==> src/rtl/kbd_pkg.sv <==
// Shared definitions for the Colour Genie keystroke injector: key-code field
// layout, sequencer state encoding and the injected-matrix builder.
package kbd_pkg;

    localparam int SHIFT_BIT = 7;
    localparam int PAUSE_BIT = 6;
    localparam int ROW_HI    = 5;
    localparam int ROW_LO    = 3;
    localparam int COL_HI    = 2;
    localparam int COL_LO    = 0;
    localparam int SHIFT_ROW = 7;
    localparam int SHIFT_COL = 0;

    typedef logic [2:0] seq_state_t;

    localparam seq_state_t ST_IDLE      = 3'd0;
    localparam seq_state_t ST_SHIFT_PRE = 3'd1;
    localparam seq_state_t ST_PRESS     = 3'd2;
    localparam seq_state_t ST_RELEASE   = 3'd3;
    localparam seq_state_t ST_PAUSE     = 3'd4;

    // Row-major 8x8 matrix: [row][column]
    typedef logic [7:0][7:0] kbd_matrix_t;

    function automatic kbd_matrix_t key_matrix(input seq_state_t st, input logic [7:0] code);
        kbd_matrix_t m;
        m = '0;
        case (st)
            ST_SHIFT_PRE: m[SHIFT_ROW][SHIFT_COL] = 1'b1;
            ST_PRESS: begin
                m[code[ROW_HI:ROW_LO]][code[COL_HI:COL_LO]] = 1'b1;
                m[SHIFT_ROW][SHIFT_COL] = m[SHIFT_ROW][SHIFT_COL] | code[SHIFT_BIT];
            end
            default: m = '0;
        endcase
        return m;
    endfunction

endpackage

==> src/rtl/kbd_fifo.sv <==
// Synchronous 8-bit FIFO with wrap-around pointers, flush and a sticky
// overflow flag; full/empty/overflow are registered.
module kbd_fifo #(
    parameter int DEPTH = 16
) (
    input  logic       clock,
    input  logic       reset_n,
    input  logic       flush,
    input  logic       wr,
    input  logic       rd,
    input  logic [7:0] wdata,
    output logic [7:0] rdata,
    output logic       full,
    output logic       empty,
    output logic       overflow
);

    localparam int AW = $clog2(DEPTH);

    logic [7:0]  mem_r [DEPTH];
    logic [AW:0] wr_ptr_r;
    logic [AW:0] rd_ptr_r;
    logic [AW:0] wr_ptr_s;
    logic [AW:0] rd_ptr_s;
    logic        full_r;
    logic        empty_r;
    logic        overflow_r;
    logic        accept_s;
    logic        drop_s;

    // A pop in the same cycle frees a slot, so a write at full still lands.
    assign accept_s = wr & (~full_r | rd);
    assign drop_s   = wr & full_r & ~rd;
    assign wr_ptr_s = wr_ptr_r + {{AW{1'b0}}, accept_s};
    assign rd_ptr_s = rd_ptr_r + {{AW{1'b0}}, rd};

    // Storage write port
    always_ff @(posedge clock) begin
        if (accept_s && !flush) begin
            mem_r[wr_ptr_r[AW-1:0]] <= wdata;
        end
    end

    // Pointer and status registers
    always_ff @(posedge clock) begin
        if (!reset_n) begin
            wr_ptr_r   <= '0;
            rd_ptr_r   <= '0;
            full_r     <= 1'b0;
            empty_r    <= 1'b1;
            overflow_r <= 1'b0;
        end else if (flush) begin
            wr_ptr_r   <= '0;
            rd_ptr_r   <= '0;
            full_r     <= 1'b0;
            empty_r    <= 1'b1;
        end else begin
            wr_ptr_r   <= wr_ptr_s;
            rd_ptr_r   <= rd_ptr_s;
            empty_r    <= (wr_ptr_s == rd_ptr_s);
            full_r     <= (wr_ptr_s[AW] != rd_ptr_s[AW]) &&
                          (wr_ptr_s[AW-1:0] == rd_ptr_s[AW-1:0]);
            overflow_r <= overflow_r | drop_s;
        end
    end

    assign rdata    = mem_r[rd_ptr_r[AW-1:0]];
    assign full     = full_r;
    assign empty    = empty_r;
    assign overflow = overflow_r;

endmodule

==> src/rtl/kbd_inject.sv <==
// Keystroke injection scheduler: plays queued matrix codes as timed
// press/hold/release sequences and ORs them into the live keyboard byte.
module kbd_inject #(
    parameter int          DEPTH = 16,
    parameter logic [15:0] SETUP = 16'd2,
    parameter logic [15:0] HOLD  = 16'd4,
    parameter logic [15:0] GAP   = 16'd4
) (
    input  logic       clock,
    input  logic       reset_n,
    input  logic       ce,
    input  logic       wr,
    input  logic [7:0] wdata,
    input  logic       abort,
    input  logic [7:0] a,
    input  logic [7:0] kq,
    output logic [7:0] q,
    output logic       full,
    output logic       empty,
    output logic       busy,
    output logic       overflow
);

    import kbd_pkg::*;

    seq_state_t  state_r;
    seq_state_t  state_s;
    logic [15:0] cnt_r;
    logic [15:0] cnt_s;
    logic [7:0]  code_r;
    logic [7:0]  code_s;
    kbd_matrix_t inj_r;
    kbd_matrix_t inj_s;
    logic        busy_r;
    logic        pop_s;
    logic [7:0]  head_s;
    logic        fifo_empty_s;
    logic [7:0]  q_s;

    kbd_fifo #(.DEPTH(DEPTH)) u_fifo (
        .clock    (clock),
        .reset_n  (reset_n),
        .flush    (abort),
        .wr       (wr & ~abort),
        .rd       (pop_s),
        .wdata    (wdata),
        .rdata    (head_s),
        .full     (full),
        .empty    (fifo_empty_s),
        .overflow (overflow)
    );

    // Sequencer next-state: every transition waits for the ce tick on which the counter is 0
    always_comb begin
        state_s = state_r;
        cnt_s   = cnt_r;
        code_s  = code_r;
        pop_s   = 1'b0;
        if (ce) begin
            case (state_r)
                ST_IDLE: begin
                    if (!fifo_empty_s) begin
                        pop_s  = 1'b1;
                        code_s = head_s;
                        if (head_s[PAUSE_BIT]) begin
                            state_s = ST_PAUSE;
                            cnt_s   = HOLD + GAP;
                        end else if (head_s[SHIFT_BIT]) begin
                            state_s = ST_SHIFT_PRE;
                            cnt_s   = SETUP;
                        end else begin
                            state_s = ST_PRESS;
                            cnt_s   = HOLD;
                        end
                    end else begin
                        state_s = ST_IDLE;
                    end
                end
                ST_SHIFT_PRE: begin
                    if (cnt_r == 16'd0) begin
                        state_s = ST_PRESS;
                        cnt_s   = HOLD;
                    end else begin
                        cnt_s = cnt_r - 16'd1;
                    end
                end
                ST_PRESS: begin
                    if (cnt_r == 16'd0) begin
                        state_s = ST_RELEASE;
                        cnt_s   = GAP;
                    end else begin
                        cnt_s = cnt_r - 16'd1;
                    end
                end
                ST_RELEASE, ST_PAUSE: begin
                    if (cnt_r == 16'd0) begin
                        state_s = ST_IDLE;
                    end else begin
                        cnt_s = cnt_r - 16'd1;
                    end
                end
                default: begin
                    state_s = ST_IDLE;
                    cnt_s   = 16'd0;
                end
            endcase
        end else begin
            state_s = state_r;
        end
        inj_s = key_matrix(state_s, code_s);
    end

    // Sequencer, code and injected-matrix registers; abort drops everything at once
    always_ff @(posedge clock) begin
        if (!reset_n || abort) begin
            state_r <= ST_IDLE;
            cnt_r   <= 16'd0;
            code_r  <= 8'd0;
            inj_r   <= '0;
            busy_r  <= 1'b0;
        end else begin
            state_r <= state_s;
            cnt_r   <= cnt_s;
            code_r  <= code_s;
            inj_r   <= inj_s;
            busy_r  <= (state_s != ST_IDLE);
        end
    end

    // Merge: selected rows of the injected matrix OR onto the live column byte
    always_comb begin
        q_s = kq;
        for (int r = 0; r < 8; r++) begin
            q_s = q_s | (inj_r[r] & {8{a[r]}});
        end
    end

    assign q     = q_s;
    assign empty = fifo_empty_s;
    assign busy  = busy_r;

endmodule

==> config.mk <==
export PLATFORM = sky130hd
export DESIGN_NAME = kbd_inject
export DESIGN_NICKNAME = d
export VERILOG_FILES = /design/src/rtl/kbd_pkg.sv /design/src/rtl/kbd_fifo.sv /design/src/rtl/kbd_inject.sv
export SDC_FILE = /design/constraint.sdc
export NUM_CORES = 1
export LEC_CHECK = 0
export BUFFER_PORTS_ARGS = -buffer_cell sky130_fd_sc_hd__buf_2
export CORE_MARGIN = 2
export CORE_UTILIZATION = 55
export DETAILED_ROUTE_END_ITERATION = 16
export HOLD_SLACK_MARGIN = 0.15
export PLACE_DENSITY = 0.82
export SLEW_MARGIN = 20
export SYNTH_ARGS = -nofsm -noshare
export SYNTH_HDL_FRONTEND = slang
export SYNTH_SLANG_ARGS = --single-unit
export TNS_END_PERCENT = 5
==> constraint.sdc <==
create_clock -name clock -period 4.25 [get_ports clock]
set_input_delay 0.6375 -clock clock [delete_from_list [all_inputs] [get_ports clock]]
set_output_delay 0.6375 -clock clock [all_outputs]
set_load 0.02 [all_outputs]
# Word-level counts from Yosys, hierarchy flattened
# Memories as Yosys holds them, arrays and structs flattened. A register that Yosys moved wholly into a read port is not among the register bits.
# Index checks and enable logic that the tools add are counted.
# Widths: inputs -> output; s select.
[totals] mem_count=1 out_inout_bits=12 ramBits=128 reg_bits=105
[mem_list] name="u_fifo.mem_r" words=16 word_bits=8 rd=1 rd_clocked_by_memory_dff=1 write_ports=1 line_no="kbd_fifo.sv:20" rtl="logic [7:0] mem_r [DEPTH];"
[classes] eq_ne=11 muxes=28 magnitude_cmp=4 n_reduce_logical=16 bitwise_logic=29 add_sub_neg=3
[ops] cell="$and 8x8->8" n=8
[ops] cell="$or 8x8->8" n=8
[ops] cell="$mux 16" n=3
[ops] cell="$pmux 16 s3" n=1
[ops] cell="$mux 8" n=4
[ops] cell="$demux 8 s3" n=1
[ops] cell="$mux 3" n=7
[ops] cell="$logic_not 16->1" n=1
[ops] cell="$sub 16x1->16 const B" n=1
[ops] cell="$pmux 3 s4" n=1
[ops] cell="$add 5x1->5" n=2
[ops] cell="$eq 3x2->1 const B" n=3
[ops] cell="$lt 3x4->1 const B" n=2
[ops] cell="$mux 4" n=2
[ops] cell="$reduce_or 2->1" n=4
[ops] cell="$eq 3x1->1 const B" n=2
[ops] cell="$ge 3x1->1 const B" n=2
[ops] cell="$mux 1" n=6
[ops] cell="$not 1->1" n=6
[ops] cell="$reduce_and 3->1" n=2
[ops] cell="$eq 5x5->1" n=1
[ops] cell="$and 1x1->1" n=4
[ops] cell="$eq 4x4->1" n=1
[ops] cell="$logic_and 1x1->1" n=4
[ops] cell="other kinds (11)" n=15

# Logic depth before layout (Yosys ltp)
[depth] depth_word=11 mapped_depth=13 depth_no_buf=10

# Modules after synthesis
# Synthesis repeated with hierarchy kept, for this count alone.
[hier_totals] cells_unflattened=723 hier_area_um2=9409.0
[modules_own_cells] mod="kbd_fifo" instances=1 cells_each=277 area_each_um2=5544.1 seq_area_each_um2=4103.9
[modules_own_cells] mod="kbd_inject" instances=1 cells_each=446 area_each_um2=3865.0 seq_area_each_um2=1821.7

# Worst setup path before layout
# Ideal clock, no wire load.
[synth_timing] path_kind="input-to-reg" from="input ce" to="memory u_fifo.mem_r[0][0], enable pin" n_path_buf=2 setup_slack_ps=834 path_stages=7 arrival_ps=3033 cell_sequence="or4b_4 -> or2_0 -> clkbuf_2 -> clkbuf_1 -> a21oi_1 -> or3b_2 -> nor3_1"
[synth_between] elab_chain_cells=6
[synth_lines] element="start: declaration" line_no="kbd_inject.sv:11" rtl="input logic ce,"
[synth_lines] element="$mux 1" line_no="kbd_inject.sv:59" rtl="if (ce) begin"
[synth_lines] element="$or 1x1->1" line_no="kbd_fifo.sv:32" rtl="assign accept_s = wr & (~full_r | rd);"
[synth_lines] element="$and 1x1->1" line_no="kbd_fifo.sv:32"
[synth_lines] element="$logic_and 1x1->1" line_no="kbd_fifo.sv:39" rtl="if (accept_s && !flush) begin"
[synth_lines] element="$mux 1" line_no="kbd_fifo.sv:39"
[synth_lines] element="$mux 1 (implied by the code)" line_no="kbd_fifo.sv:40" rtl="mem_r[wr_ptr_r[AW-1:0]] <= wdata;"
[synth_lines] element="end: declaration" line_no="kbd_fifo.sv:20"
# Every way passes these cells.

==> run_results.csv <==
group,metric,value,unit
synthesis,synth_edf_count,128,
worst_setup_path,arrival,3670,ps
cts,cts_inserted_buffers,22,
worst_setup_path,start_kind,"flop",
cts,cts_setup_buffers,0,
die,die_w,132,um
timing,fin_crit,3280,ps
place,dpl.hpwl,12700,um
timing,maxSlewViolCount,0,
synthesis,synth_top_family_by_area,"simple AND/OR/NAND/NOR gates",
synthesis,synth_common_cells,"edfxtp_1, dfxtp_1, nor2_1",
synthesis,synth_ff_type,"edfxtp_1",
synthesis,ys_seq_elements,232,
flow_run,cap_violations,0,
power,power_density,441,nW/um^2
timing,tightest_slew,946,ps
worst_setup_path,required,4650,ps
routing,viasPerCell,6.02,
power,leakage,0.00341,uW
finish,finalNetCount,755,
global_routing,grt_pass1_wl,30600,um
timing,finalCritPeriodShare,77.1,%
synthesis,synth_fp_nets,711,
worst_setup_path,r2r_slack,970,ps
worst_hold_path,hp-class,"in2reg",
worst_setup_path,crit_type,"reg2reg",
run_status,status,"finished, final reports clean",
worst_setup_path,worstReg2RegEnd,"inj_r[21]",
place,detailedPlace.worstSlack,867,ps
timing,hold_violations,0,
timing,fmax,0.305,GHz
cts,cts-resized-gates,0,
global_routing,grt_pass1_vias,5809,
timing,setup_ws,971,ps
global_routing,grt_max_degree,26,
routing,vias,5739,
synthesis,synthAdderAreaFrac,0.691,%
cts,insertion_delay,510,ps
finish,drive_gt1_share,18.2,%
cts,tritoncts,"yes",
die,die_h,132,um
worst_setup_path,path_cells,"mux4_2, mux2_2, or4b_1, o2111a_2, a21oi_4, nand2_4, nor4_1",
worst_setup_path,slowest_stage,"dfxtp_2",
finish,area_growth,12.7,%
cts,path_clk_slew,60,ps
synthesis,synth_mux_area_share,9.21,%
worst_hold_path,hold_start,"reset_n",
global_routing,antenna_found_initial,0,
worst_setup_path,end_kind,"flop",
die,io_pins,41,
timing,fin_tns_setup,0,ps
worst_setup_path,worstReg2RegStart,"u_fifo.rd_ptr_r[0]",
timing,rsz0062_at_grt,"no",
routing,wl_per_cell,20.1,um
place,io_buffers,40,
power,totalPowerFinal,4500,uW
die,core,16000,um^2
timing,finalSetupViolCount,0,
synthesis,netlist_instances,677,
synthesis,yosysWarnings,0,
global_routing,grt_overflow,0,
routing,wl,19200,um
place,gp_congestion,0.843,
routing,drtAntennaViolNets,0,
synthesis,yosysMostFrequentCell,"edfxtp_1",
synthesis,synth_compound_area_share,6.38,%
routing,drcViolationCount,0,
worst_hold_path,holdPathStages,2,
synthesis,netlist_top_cells_area,"edfxtp_1, dfxtp_1, mux4_2",
synthesis,yosysUniqueCellTypes,59,
cts,clockBufferDepth,3,
worst_setup_path,critPathMaxStageDelay,670,ps
synthesis,synth_top_area_cell,"edfxtp_1",
timing,hold_ws,366,ps
cts,root_buffer,"clkbuf_16",
synthesis,synthArstFlopShare,0,%
die,rows,46,
worst_setup_path,cp_max_fo,16,
synthesis,synth_xor_area_share,2.51,%
cts,ctsHtreeMaxLevel,1,
routing,dr.pass1.iters,6,
timing,fin_skew,9.54,ps
worst_setup_path,ff2ff_path_depth,7,
synthesis,synth_area,9060,um^2
routing,first_iter_violations,618,
cts,clock_sinks,232,
synthesis,synth-seq-area-share,65.4,%
synthesis,yosysTopAreaCellShare,42.4,%
global_routing,grt_usage,22.1,%
die,floorplan.initialDensity,56.6,%
place,dpl.cell_count,913,
worst_hold_path,holdPathEnd,"u_fifo.overflow",
cts,hold_buffers,0,
finish,diodes,0,
timing,slew_headroom,36.7,%
power,vdd_drop_max,0.000364,V
finish,fin_cells,953,
die,die-area,17500,um^2
synthesis,synth.avg_cell_area,13.4,um^2
synthesis,synth-simple-area-share,13.8,%
metrics by stage:
stage | utilization [%] | area [um^2]
5_1_grt | 63.8 | 10200
2_1_floorplan | - | 9060
3_3_place_gp | 59.2 | 9480
6_report | 63.8 | 10200
3_5_place_dp | 59.2 | 9480
4_1_cts | 63.8 | 10200
power by group:
part / switching [uW] / internal (uW) / total (uW)
logic: 105 / 51.9 / 157
clock network: 814 / 1150 / 1960
registers: 6.95 / 2370 / 2380
logic make-up (layout without fill, tap and decap cells):
logic type | count (synthesis) | count (layout)
and+or+nand+nor | 252 | 252
DFF | 232 | 232
AOI/OAI and AO/OA | 77 | 77
muxes | 45 | 45
buffers and inverters | 40 | 100
xor gates and xnor gates | 26 | 26
adders and majority gates | 5 | 5
per-layer routing:
layer / vias up / routed length (um) / GRT usage (%)
li1: 2647 / - / -
met1: 2819 / 7430 / 27.6
met2: 231 / 9840 / 39.1
met3: 42 / 1460 / 4.69
met4: 0 / 423 / 6.15
met5: - / 0 / 0
worst max path at each step:
| stage | slack (ps) | start | to |
|---|---|---|---|
| global route | 710 | u_fifo.rd_ptr_r[0] | inj_r[26] |
| global placement | 960 | ce | inj_r[18] |
| finish | 970 | u_fifo.rd_ptr_r[0] | inj_r[21] |
| detailed placement | 870 | ce | inj_r[21] |
| CTS | 980 | u_fifo.rd_ptr_r[1] | inj_r[21] |
| floorplan | 830 | ce | u_fifo.mem_r[0][0] |
flip-flops by register name (all words and copies together) (netlist names), 3 cells and up:
name and cells:
u_fifo.mem_r 128, inj_r 64, cnt_r 16, code_r 7
u_fifo.rd_ptr_r 5, u_fifo.wr_ptr_r 5, state_r 3
area by class of cell:
| cell class | count | area [um^2] |
|---|---|---|
| Sequential cell | 232 | 5930 |
| Fill cell | 1155 | 5790 |
| Multi-Input combinational cell | 405 | 2960 |
| Clock buffer | 30 | 621 |
| Timing Repair Buffer | 53 | 298 |
| Tap cell | 216 | 270 |
| Clock inverter | 10 | 113 |
| Inverter | 7 | 26.3 |
cells in the final DEF, fill, tap and decap left out, types with 3 or more instances in the layout:
master,count
a32oi_1,3
nand4_1,12
mux2i_1,8
nor4_1,12
nand3_1,28
edfxtp_1,128
and4_1,3
a22o_1,9
xnor2_1,12
a21oi_1,16
mux2_2,7
a222oi_1,8
inv_1,6
a221oi_1,10
nor3_1,20
nand2_1,26
clkbuf_16,22
or3b_2,3
dfxtp_1,103
o21ai_0,5
nand4b_1,3
mux4_2,30
clkbuf_8,4
xor2_1,14
a22oi_1,4
o22ai_1,3
and2_1,7
buf_2,40
clkbuf_1,4
nand3b_1,4
nor2b_1,7
clkinv_1,3
nor2_1,103
nand2b_1,8
buf_4,13
ha_1,5
a31oi_1,4
critical path: cells and delay by family, from the launching register on:
family | cells | cell delay [ps]
multiplexers | 2 | 910
AND/OR/NAND/NOR | 3 | 1050
flip-flops | 1 | 670
AO/OA/AOI/OAI | 2 | 520
Power figures use the tool's default switching activity.
